[src/rtl/seq_fetch_exec_cpu_if.sv]
// Instruction-fetch bus between the accumulator CPU and its memory.
// The CPU is the master: it raises mem_read with a stable mem_address and
// holds both until the memory answers with mem_ready and mem_value.
interface seq_fetch_exec_cpu_if #(
  parameter int ADDR_WIDTH = 32,
  parameter int DATA_WIDTH = 32
);
  logic [ADDR_WIDTH-1:0] mem_address;
  logic                  mem_read;
  logic [DATA_WIDTH-1:0] mem_value;
  logic                  mem_ready;

  modport master (
    output mem_address,
    output mem_read,
    input  mem_value,
    input  mem_ready
  );

  modport slave (
    input  mem_address,
    input  mem_read,
    output mem_value,
    output mem_ready
  );
endinterface : seq_fetch_exec_cpu_if

[src/rtl/seq_fetch_exec_cpu.sv]
// Multi-cycle accumulator CPU: ISSUE -> WAIT -> EXEC per instruction.
// Opcodes: NOOP, HALT, JUMP, LOADI, ADDI, JNZ; anything else halts with error.
// All outputs come straight from registers; EXEC results appear the cycle
// after the EXEC edge.
module seq_fetch_exec_cpu #(
  parameter int                    DATA_WIDTH   = 32,
  parameter int                    ADDR_WIDTH   = 32,
  parameter int                    OPCODE_WIDTH = 4,
  parameter int                    IP_STEP      = 2,
  parameter logic [ADDR_WIDTH-1:0] RESET_IP     = '0,
  parameter int                    CNT_WIDTH    = 16
) (
  input  logic                        clock,
  input  logic                        reset,
  seq_fetch_exec_cpu_if.master        mem,
  output logic                        stop_clock,
  output logic                        error,
  output logic [DATA_WIDTH-1:0]       acc,
  output logic [ADDR_WIDTH-1:0]       ip,
  output logic [CNT_WIDTH-1:0]        retired
);

  localparam int OPERAND_WIDTH = DATA_WIDTH - OPCODE_WIDTH;
  // Operand is widened to the larger of the two widths, then cut to the
  // address width, so jump targets are zero-extended or truncated as needed.
  localparam int EXT_WIDTH = (OPERAND_WIDTH > ADDR_WIDTH) ? OPERAND_WIDTH : ADDR_WIDTH;

  localparam logic [OPCODE_WIDTH-1:0] OP_NOOP  = OPCODE_WIDTH'(0);
  localparam logic [OPCODE_WIDTH-1:0] OP_HALT  = OPCODE_WIDTH'(1);
  localparam logic [OPCODE_WIDTH-1:0] OP_JUMP  = OPCODE_WIDTH'(2);
  localparam logic [OPCODE_WIDTH-1:0] OP_LOADI = OPCODE_WIDTH'(3);
  localparam logic [OPCODE_WIDTH-1:0] OP_ADDI  = OPCODE_WIDTH'(4);
  localparam logic [OPCODE_WIDTH-1:0] OP_JNZ   = OPCODE_WIDTH'(5);

  typedef enum logic [1:0] {
    ST_ISSUE,
    ST_WAIT,
    ST_EXEC,
    ST_HALTED
  } state_t;

  state_t                  state_q;
  logic [DATA_WIDTH-1:0]   instr_q;
  logic [DATA_WIDTH-1:0]   acc_q;
  logic [ADDR_WIDTH-1:0]   ip_q;
  logic [CNT_WIDTH-1:0]    retired_q;
  logic                    mem_read_q;
  logic [ADDR_WIDTH-1:0]   mem_address_q;
  logic                    stop_q;
  logic                    error_q;

  // Decode of the latched instruction word and the candidate next values.
  logic [OPCODE_WIDTH-1:0]  opcode_d;
  logic [OPERAND_WIDTH-1:0] operand_d;
  logic [EXT_WIDTH-1:0]     operand_ext_d;
  logic [ADDR_WIDTH-1:0]    target_d;
  logic [ADDR_WIDTH-1:0]    ip_seq_d;
  logic [DATA_WIDTH-1:0]    imm_d;
  logic [DATA_WIDTH-1:0]    sum_d;
  logic [CNT_WIDTH-1:0]     retired_d;

  assign opcode_d      = instr_q[DATA_WIDTH-1 -: OPCODE_WIDTH];
  assign operand_d     = instr_q[OPERAND_WIDTH-1:0];
  assign operand_ext_d = EXT_WIDTH'(operand_d);
  assign target_d      = operand_ext_d[ADDR_WIDTH-1:0];
  assign ip_seq_d      = ip_q + ADDR_WIDTH'(IP_STEP);
  assign imm_d         = DATA_WIDTH'(operand_d);
  assign sum_d         = acc_q + imm_d;
  // Retired counter sticks at all-ones instead of wrapping.
  assign retired_d     = (&retired_q) ? retired_q : retired_q + CNT_WIDTH'(1);

  // Fetch/execute FSM; reset overrides every transition, including WAIT.
  always_ff @(posedge clock) begin
    // NOTE: all state here uses non-blocking assignments so every register
    // samples pre-edge values, independent of statement order.
    if (reset) begin
      state_q       <= ST_ISSUE;
      instr_q       <= '0;
      acc_q         <= '0;
      ip_q          <= RESET_IP;
      retired_q     <= '0;
      mem_read_q    <= 1'b0;
      mem_address_q <= RESET_IP;
      stop_q        <= 1'b0;
      error_q       <= 1'b0;
    end else begin
      case (state_q)
        ST_ISSUE: begin
          mem_read_q    <= 1'b1;
          mem_address_q <= ip_q;
          state_q       <= ST_WAIT;
        end

        ST_WAIT: begin
          // Request stays up with a frozen address until the memory answers.
          if (mem.mem_ready) begin
            instr_q    <= mem.mem_value;
            mem_read_q <= 1'b0;
            state_q    <= ST_EXEC;
          end
        end

        ST_EXEC: begin
          state_q <= ST_ISSUE;
          case (opcode_d)
            OP_NOOP: begin
              ip_q      <= ip_seq_d;
              retired_q <= retired_d;
            end
            OP_HALT: begin
              // ip keeps pointing at the HALT word.
              retired_q <= retired_d;
              stop_q    <= 1'b1;
              state_q   <= ST_HALTED;
            end
            OP_JUMP: begin
              ip_q      <= target_d;
              retired_q <= retired_d;
            end
            OP_LOADI: begin
              acc_q     <= imm_d;
              ip_q      <= ip_seq_d;
              retired_q <= retired_d;
            end
            OP_ADDI: begin
              acc_q     <= sum_d;
              ip_q      <= ip_seq_d;
              retired_q <= retired_d;
            end
            OP_JNZ: begin
              ip_q      <= (acc_q != '0) ? target_d : ip_seq_d;
              retired_q <= retired_d;
            end
            default: begin
              // Illegal opcode: halt in place, not counted as retired.
              stop_q  <= 1'b1;
              error_q <= 1'b1;
              state_q <= ST_HALTED;
            end
          endcase
        end

        ST_HALTED: begin
          state_q <= ST_HALTED;
        end

        default: begin
          state_q <= ST_ISSUE;
        end
      endcase
    end
  end

  assign mem.mem_read    = mem_read_q;
  assign mem.mem_address = mem_address_q;
  assign stop_clock      = stop_q;
  assign error           = error_q;
  assign acc             = acc_q;
  assign ip              = ip_q;
  assign retired         = retired_q;

endmodule : seq_fetch_exec_cpu

[src/flat_wrapper.sv]
// flat-port wrapper written by rule: the top's interface ports become plain ports
module seq_fetch_exec_cpu_flat 
#(
  parameter int                    DATA_WIDTH   = 32,
  parameter int                    ADDR_WIDTH   = 32,
  parameter int                    OPCODE_WIDTH = 4,
  parameter int                    IP_STEP      = 2,
  parameter logic [ADDR_WIDTH-1:0] RESET_IP     = '0,
  parameter int                    CNT_WIDTH    = 16
)
  (clock, reset, stop_clock, error, acc, ip, retired, mem_mem_address, mem_mem_read, mem_mem_value, mem_mem_ready);
  seq_fetch_exec_cpu_if #(.ADDR_WIDTH(ADDR_WIDTH), .DATA_WIDTH(DATA_WIDTH)) mem_i ();
  input  logic clock;
  input  logic reset;
  output logic stop_clock;
  output logic error;
  output logic [DATA_WIDTH-1:0] acc;
  output logic [ADDR_WIDTH-1:0] ip;
  output logic [CNT_WIDTH-1:0] retired;
  output wire logic [$bits(mem_i.mem_address)-1:0] mem_mem_address;
  output wire logic [$bits(mem_i.mem_read)-1:0] mem_mem_read;
  input wire logic [$bits(mem_i.mem_value)-1:0] mem_mem_value;
  input wire logic [$bits(mem_i.mem_ready)-1:0] mem_mem_ready;
  assign mem_mem_address = mem_i.mem_address;
  assign mem_mem_read = mem_i.mem_read;
  assign mem_i.mem_value = mem_mem_value;
  assign mem_i.mem_ready = mem_mem_ready;
  seq_fetch_exec_cpu #(.DATA_WIDTH(DATA_WIDTH), .ADDR_WIDTH(ADDR_WIDTH), .OPCODE_WIDTH(OPCODE_WIDTH), .IP_STEP(IP_STEP), .RESET_IP(RESET_IP), .CNT_WIDTH(CNT_WIDTH)) u_core (.clock(clock), .reset(reset), .mem(mem_i), .stop_clock(stop_clock), .error(error), .acc(acc), .ip(ip), .retired(retired));
endmodule
[config.mk]
export PLATFORM = sky130hd
export DESIGN_NAME = seq_fetch_exec_cpu_flat
export DESIGN_NICKNAME = d
export VERILOG_FILES = /design/src/rtl/seq_fetch_exec_cpu_if.sv /design/src/rtl/seq_fetch_exec_cpu.sv /design/src/flat_wrapper.sv
export SDC_FILE = /design/constraint.sdc
export NUM_CORES = 1
export LEC_CHECK = 0
export BUFFER_PORTS_ARGS = -buffer_cell sky130_fd_sc_hd__buf_2
export CORE_ASPECT_RATIO = 0.8
export CORE_UTILIZATION = 54
export CTS_CLUSTER_DIAMETER = 50
export CTS_CLUSTER_SIZE = 10
export DETAILED_ROUTE_END_ITERATION = 6
export PLACE_DENSITY = 0.84
export SYNTH_ARGS = -nofsm -noshare
export SYNTH_HDL_FRONTEND = slang
export SYNTH_SLANG_ARGS = --single-unit
[constraint.sdc]
create_clock -name clock -period 5.19 [get_ports clock]
set_input_delay 0 -clock clock [delete_from_list [all_inputs] [get_ports clock]]
set_output_delay 0 -clock clock [all_outputs]
set_load 0.005 [all_outputs]
# Word-level counts from Yosys, hierarchy flattened
# Index checks and enable logic that the tools add are counted.
# W data, S select, Z words.
[word_totals]
ff_bits = 149
in_bits = 35
out_inout_bits = 115
wordCells = 49
[classes]
addsub = 3
eq_ne = 9
muxes = 8
n_bitwise = 3
n_reduce_logical = 17
[op_table]
columns = ["operator", "n"]
rows = [
  ["$pmux W32 S3", 1],
  ["$pmux W32 S2", 1],
  ["$add A32 B2 Y32 const B", 1],
  ["$add A32 B28 Y32", 1],
  ["$mux W32", 1],
  ["$reduce_bool A32 Y1", 1],
  ["$add A16 B1 Y16 const B", 1],
  ["$reduce_and A16 Y1", 1],
  ["$reduce_and A2 Y1", 6],
  ["$eq A4 B2 Y1 const B", 2],
  ["$eq A4 B3 Y1 const B", 2],
  ["$pmux W2 S4", 1],
  ["$reduce_or A6 Y1", 1],
  ["$reduce_or A5 Y1", 1],
  ["$eq A2 B2 Y1 const B", 2],
  ["$eq A4 B1 Y1 const B", 1],
  ["$logic_not A4 Y1", 1],
  ["$mux W2", 2],
  ["$reduce_bool A2 Y1", 2],
  ["$not A1 Y1", 3],
  ["$reduce_and A3 Y1", 1],
  ["$reduce_bool A3 Y1", 1],
  ["$reduce_or A3 Y1", 1],
  ["$eq A2 B1 Y1 const B", 1],
  ["other kinds (4)", 4],
]

# Logic depth before layout (Yosys ltp)
# Gate-level depths: netlist of the first run.
[depth]
depth_word = 4
depth_mapped = 9
mapped_depth_nobuf = 9

# Worst setup path after synthesis of the first run
# OpenSTA, ideal clock, no wires.
[synth_timing]
path_kind = "register -> register"
startpoint = "register u_core.acc_q[0], in the netlist u_core.acc[0]"
endpoint = "register u_core.acc_q[16], in the netlist u_core.acc[16]"
setup_ns = 0.115
arrival_ns = 2.441
t_required_ns = 5.075
slack_ns = 2.635
stages_incl_launch_ff = 9
path_buffers = 0
period_less_slack_ns = 2.555
cell_sequence = "dfxtp_1 -> ha_1 -> fa_1 -> a211oi_1 -> o211ai_1 -> a221o_1 -> a31oi_1 -> xor2_1 -> a2111oi_0"
[synth_between]
elab_chain_cells = 2
[synth_lines]
columns = ["element", "line_no", "text"]
rows = [
  ["start: declaration", "seq_fetch_exec_cpu.sv:44", "logic [DATA_WIDTH-1:0] acc_q;"],
  ["start signal: assignment", "seq_fetch_exec_cpu.sv:121", "acc_q <= imm_d;"],
  ["start signal: assignment", "seq_fetch_exec_cpu.sv:126", "acc_q <= sum_d;"],
  ["$add A32 B28 Y32", "seq_fetch_exec_cpu.sv:68", "assign sum_d = acc_q + imm_d;"],
  ["$pmux W32 S2", "seq_fetch_exec_cpu.sv:105", "case (opcode_d)"],
]
# No other way between the ends.
# A chain may end at the register's enable or synchronous reset.

# Worst setup path after layout of the first run
[layout_timing]
startpoint = "register u_core.acc_q[0], in the netlist u_core.acc[0]"
endpoint = "register u_core.acc_q[18], in the netlist u_core.acc[18]"
# Same word-level chain as after synthesis.

==> run metrics, run 1 <==
outcome finished clean; complex-gate fraction of the synthesized area 23.6%; core region area 0.0151 sq mm; Post-synth EDFFs 0; Initial Util 55.3%; detail-routed net length per standard cell 17.8 microns; Layout area overhead 20.4%; Net Count, Synth 1148; Hold Crit Depth 2; largest net degree at the start of global routing 77; Routed WL 25800 microns; Static Leak 0.00399 uW; grt met3 use 7.41%; fin worst setup slack 2.24 ns; number of core rows 40; main combinational cell family by area after synthesis simple AND/OR/NAND/NOR gates; Final Non-Filler Cells 1449; initial antenna violation count 0; drt initial violations 920; Die Y 113 microns; worst-case clock buffer depth 2; Routed Antenna Nets 0; Syn Inst Count 1082; clk root buf clkbuf_16; setup violators final 0; M1 GR Usage 45.2%; maxcap violations 0; NumNets Final 1292; synth warn 0; CP arrival 3.25 ns; clk sinks 149; ys async rst share 0%; IO Pins 150; Synth area leader dfxtp_1; worst vdd ir 0.271 mV; largest fanout on the critical path 4; post-CTS setup repair buffer count 0; Critical Path RT 5.49 ns; Congestion Overflow GR 0; multiplexer area fraction after synthesis 0.360%; Slew Limit Fails 0; Synth top area share 35.8%; final hold violation count 0; Mapped Avg Cell Area 7.70 sq um; Max Freq 339 MHz; worst hold path class in2reg; Slew @ Worst Pin 1.08 ns; GPL Wtd Cong 0.963; WHS 0.146 ns; pre-CTS setup slack 2.30 ns; # fillers 1262; Crit Path Category reg2reg; Mapped Area 0.00834 sq mm; Setup TNS 0 ns; ys flop type dfxtp_1; total number of vias 8746; Detail Placement HPWL 17800 microns; Reg2Reg Depth 9; worst skew pair latency 0.44 ns; Top Usage Layer GRT met2; vias in the first global route 7933; PwrDens 272 mW/mm^2; crit path launch type register; Post-Place Cells 1384; final clock skew 0.00886 ns; vias per cell 6.04; min Tclk post-route 2.95 ns; simple-gate area share of the yosys netlist 27.1%; Yosys cell types 84; CTS tree built; Synth Area in Adders 4.74%; XOR/XNOR share of the synthesized area 3.89%; layout cells sized above 1 18.0%; total track usage 33.0%; H-tree Lvls 4; register area share after synthesis 35.8%; Pre-antenna DRT Iters 5; die width 141 microns; utilization after layout 66.6%; clock-pin slew on the worst setup and hold paths 0.07 ns; Buffers on Ports 149; DRC viols 0; first-pass GRT wire length 41100 microns; RSZ-0062 raised after global routing no; number of CTS-inserted buffers 17; Die ar. 0.0159 sq mm; Synth area leaders dfxtp_1 (36%), nand2_1 (8.8%), a21oi_1 (8.4%); Global Route met2 Usage 51.2%; diodes inserted 0; Yosys reg bits 149; Final period util 56.9%; max_slew headroom 27.9%; CP endpoint kind register
==> cell usage after synthesis (10+ instances only) <==
library cell,instances
nand2_1,195
dfxtp_1,149
a21oi_1,140
nor2_1,87
o21ai_0,50
clkbuf_1,40
nand3_1,34
ha_1,30
a211oi_1,22
nand4_1,21
inv_1,19
nor3_1,19
xor2_1,19
xnor2_1,18
buf_2,16
or3_1,16
a31oi_1,15
and3_1,15
a21o_1,12
nor4_1,10
o21ai_1,10
==> sequential cells by signal, summed over array words and instances (netlist names) <==
register / count
u_core.mem.mem_address: 32
u_core.ip: 32
u_core.state_q: 2
u_core.stop_clock: 1
u_core.mem.mem_read: 1
u_core.error: 1
u_core.acc: 32
u_core.retired: 16
u_core.instr_q: 32
==> layout by cell type (no fill, tap or decap), drive strengths merged, types with 8 or more instances in the layout <==
| cell | n |
|---|---|
| or3 | 17 |
| o211ai | 8 |
| xor2 | 19 |
| xnor2 | 18 |
| o21ai | 61 |
| nand3 | 34 |
| dlygate4sd3 | 33 |
| dfxtp | 149 |
| buf | 156 |
| nor3 | 25 |
| nor2 | 89 |
| nand2 | 196 |
| ha | 30 |
| and3 | 15 |
| a211oi | 24 |
| nand4 | 23 |
| clkbuf | 20 |
| nor4 | 13 |
| a31oi | 16 |
| a21o | 12 |
| a21oi | 142 |
| inv | 20 |
==> final timing paths <==
check / slack (ns) / end / from
worst max-delay path: 2.24 / u_core.acc[18]$_SDFFE_PP0P_ / u_core.acc[0]$_SDFFE_PP0P_
worst min-delay path: 0.15 / u_core.stop_clock$_SDFFE_PP0P_ / reset
worst max register to register: 2.24 / u_core.acc[18]$_SDFFE_PP0P_ / u_core.acc[0]$_SDFFE_PP0P_
worst min register to register: 0.45 / u_core.mem.mem_address[15]$_SDFFE_PP0P_ / u_core.mem.mem_address[15]$_SDFFE_PP0P_
==> layout make-up <==
cell class | count | area, sq um | area share [%]
timing repair buffer | 189 | 1130 | 11.3
clock inverter | 12 | 153 | 1.52
tap | 210 | 263 | 2.62
inverter | 19 | 71.3 | 0.711
multi-input combinational | 850 | 4980 | 49.6
clock buffer | 20 | 457 | 4.55
sequential | 149 | 2980 | 29.7
==> cell families after synthesis <==
group / count (synthesis)
compound gates: 319
xor+xnor: 37
fa+ha+maj: 31
buf+inv: 83
flops: 149
mux: 3
simple gates: 460
==> metal layers <==
| layer | vias up | wire (microns) |
|---|---|---|
| met2 | 426 | 11600 |
| met3 | 37 | 2470 |
| met4 | 0 | 452 |
| met1 | 4103 | 11300 |
| met5 | - | 0 |
| li1 | 4180 | - |
==> power breakdown <==
| group | switching (uW) | internal (uW) |
|---|---|---|
| registers | 35.8 | 1170 |
| clock network | 505 | 780 |
| logic | 152 | 88.6 |
==> stage by stage <==
stage	total power [uW]	area [sq um]
after floorplan	1380	8340
after global placement	1440	9090
after detailed placement	1440	9090
after CTS	2730	10000
after global routing	2810	10000
final	2730	10000
==> critical path, stage by stage, from the launching register on <==
cell and delay [ns]:
dfxtp_1 0.34, ha_1 0.23, fa_1 0.44, a211oi_1 0.42, o211a_1 0.25, nor3_1 0.07, o41ai_1 0.56, o21ai_0 0.21
xnor2_1 0.19, o22ai_1 0.10
==> repair_timing <==
| item | in CTS | in global routing |
|---|---|---|
| hold buffers | 33 | 0 |
| gates resized for setup | 0 | 0 |
| endpoints found under the hold margin | 33 | 0 |
Power figures use the tool's default switching activity.
==> inputs of run 2 (changes only) <==
--- a/config.mk
+++ b/config.mk
@@ -5,13 +5,14 @@
 export SDC_FILE = /design/constraint.sdc
 export NUM_CORES = 1
 export LEC_CHECK = 0
+export ABC_AREA = 1
 export BUFFER_PORTS_ARGS = -buffer_cell sky130_fd_sc_hd__buf_2
 export CORE_ASPECT_RATIO = 0.8
 export CORE_UTILIZATION = 54
 export CTS_CLUSTER_DIAMETER = 50
 export CTS_CLUSTER_SIZE = 10
 export DETAILED_ROUTE_END_ITERATION = 6
-export PLACE_DENSITY = 0.84
+export PLACE_DENSITY = 0.83
 export SYNTH_ARGS = -nofsm -noshare
 export SYNTH_HDL_FRONTEND = slang
 export SYNTH_SLANG_ARGS = --single-unit
==> constraint.sdc (replaced) <==
create_clock -name clock -period 2.86 [get_ports clock]
set_input_delay 0 -clock clock [delete_from_list [all_inputs] [get_ports clock]]
set_output_delay 0 -clock clock [all_outputs]
set_load 0.005 [all_outputs]
==> run metrics, run 2 <==
outcome finished clean; maxcap violations 0; multiplexer area fraction after synthesis 0%; clk root buf clkbuf_16; ys async rst share 0%; worst skew pair latency 0.44 ns; Critical Path RT 3.19 ns; Layout area overhead 21.2%; setup violators final 0; first-pass GRT wire length 44700 microns; Post-Place Cells 1714; total number of vias 9875; R2R Setup Slk 0.33 ns; IO Pins 150; most common cell in the netlist nand2_1; WHS 0.222 ns; most frequent cells in the layout nand2_1 (314), nor2_1 (218), inv_1 (155); largest net degree at the start of global routing 68; Detail Placement HPWL 20700 microns; CTS tree built; Congestion Overflow GR 0; final clock skew 0.0126 ns; total track usage 34.5%; Post-synth EDFFs 0; GPL Wtd Cong 1.03; Die ar. 0.0167 sq mm; pre-CTS setup slack 0.447 ns; worst-case clock buffer depth 2; fin worst setup slack 0.331 ns; XOR/XNOR share of the synthesized area 2.40%; Yosys reg bits 149; largest fanout on the critical path 4; Synth area leaders dfxtp_1 (34%), nand2_1 (13%), nor2_1 (9.4%); vias in the first global route 8870; DRC viols 0; layout cells sized above 1 14.0%; ys flop type dfxtp_1; Setup TNS 0 ns; cell area after layout 0.0106 sq mm; vias per cell 5.55; Routed WL 28600 microns; diodes inserted 0; RSZ-0062 raised after global routing no; Max Freq 395 MHz; crit path launch type register; Syn Inst Count 1380; Crit Path Category reg2reg; Final period util 88.4%; number of CTS-inserted buffers 17; Reg2Reg Depth 13; Die Y 116 microns; r2r startpoint u_core.instr_q[0]$_SDFFE_PP0P_; synth warn 0; worst hold path class in2reg; Area after DPL 0.00969 sq mm; Buffers on Ports 149; most common cell after layout, fill and taps aside nand2_1; simple-gate area share of the yosys netlist 33.3%; min Tclk post-route 2.53 ns; max_slew headroom 48.5%; top post-synthesis cells by count nand2_1 (314), nor2_1 (219), inv_1 (155); die width 144 microns; Hold EP u_core.state_q[0]$_SDFFE_PP0P_; Slew @ Worst Pin 0.767 ns; complex-gate fraction of the synthesized area 16.3%; detail-routed net length per standard cell 16.1 microns; clock-pin slew on the worst setup and hold paths 0.07 ns; Static Leak 0.00508 uW; Hold Crit Depth 5; Yosys cell types 42; NumNets Final 1618; Hold Path Origin mem_mem_ready; number of core rows 41; register area 0.00298 sq mm; clk sinks 149; Synth area leader dfxtp_1; initial antenna violation count 0; # fillers 1457; Slew Limit Fails 0; Routed Antenna Nets 0; Pre-antenna DRT Iters 6; post-CTS sizing 0; Net Count, Synth 1446; register area share after synthesis 34.1%; H-tree Lvls 4; Multi-input gate area 0.00496 sq mm; drt initial violations 1007; Initial Util 55.4%; worst vdd ir 0.435 mV; Synth Area in Adders 4.52%; main combinational cell family by area after synthesis simple AND/OR/NAND/NOR gates; Mapped Area 0.00875 sq mm; core region area 0.0158 sq mm; Mapped Avg Cell Area 6.34 sq um; final hold violation count 0; CP arrival 2.86 ns; CP endpoint kind register; reg2reg end u_core.acc[30]$_SDFFE_PP0P_; Synth top area share 34.1%; Final Non-Filler Cells 1780; PwrDens 482 mW/mm^2
## run 2: repair_timing
action | in CTS | in global routing
endpoints found under the hold margin | 35 | 0
buffers inserted | 0 | 0
hold buffers | 34 | 0
## run 2: layer usage
layer,vias up,wire length (microns),track usage (%),part of all wire (%)
met4,0,727,13.6,2.5
met2,498,12600,54.1,44
met3,53,2590,6.03,9.0
met5,-,0,0,0
li1,4838,-,-,-
met1,4486,12700,47.3,45
## run 2: cell families after synthesis
group,after synthesis
and+or+nand+nor,695
AOI/OAI and AO/OA,272
buffers and inverters,209
DFF,149
adders and majority gates,31
xor gates and xnor gates,24
## run 2: final cells by class
| class | instances | area share (%) |
|---|---|---|
| timing repair buffer | 197 | 11.4 |
| sequential | 149 | 28.1 |
| tap | 215 | 2.54 |
| clock buffer | 17 | 4.01 |
| inverter | 165 | 5.84 |
| clock inverter | 15 | 1.38 |
| multi-input combinational | 1022 | 46.7 |
## run 2: stage by stage
step,total power (uW),util (%)
after floorplan,2660,-
after global placement,2880,61.3
after detailed placement,2890,61.3
after CTS,5090,67.1
after global routing,5270,67.1
final,5110,67.1
## run 2: worst max path at each step
stage | from | to | slack [ns] | depth (start not counted)
6_report | u_core.instr_q[0]$_SDFFE_PP0P_ | u_core.acc[30]$_SDFFE_PP0P_ | 0.33 | 13
5_1_grt | u_core.acc[28]$_SDFFE_PP0P_ | u_core.ip[22]$_SDFFE_PP0P_ | 0.20 | 8
4_1_cts | u_core.acc[28]$_SDFFE_PP0P_ | u_core.ip[1]$_SDFFE_PP0P_ | 0.44 | 11
3_5_place_dp | u_core.acc[28]$_SDFFE_PP0P_ | u_core.ip[18]$_SDFFE_PP0P_ | 0.45 | 9
3_3_place_gp | u_core.acc[28]$_SDFFE_PP0P_ | u_core.ip[1]$_SDFFE_PP0P_ | 0.47 | 11
2_1_floorplan | u_core.acc[0]$_SDFFE_PP0P_ | u_core.acc[30]$_SDFFE_PP0P_ | 0.98 | 12
## run 2: critical path: stages, from the launching register on
cell	delay (ns)
dfxtp_1	0.38
ha_1	0.24
fa_1	0.23
nand2_1	0.08
nand3_1	0.09
nand2_1	0.09
o21ai_0	0.58
nand3_1	0.14
nand2_1	0.16
nand3_1	0.08
nand2_1	0.12
nand3_1	0.09
nand2_1	0.09
nor2_1	0.04
## run 2: power breakdown
group	switching [uW]	internal (uW)	total (uW)
clock	992	1220	2210
combinational	388	236	623
sequential	102	2180	2280
total	1480	3630	5110
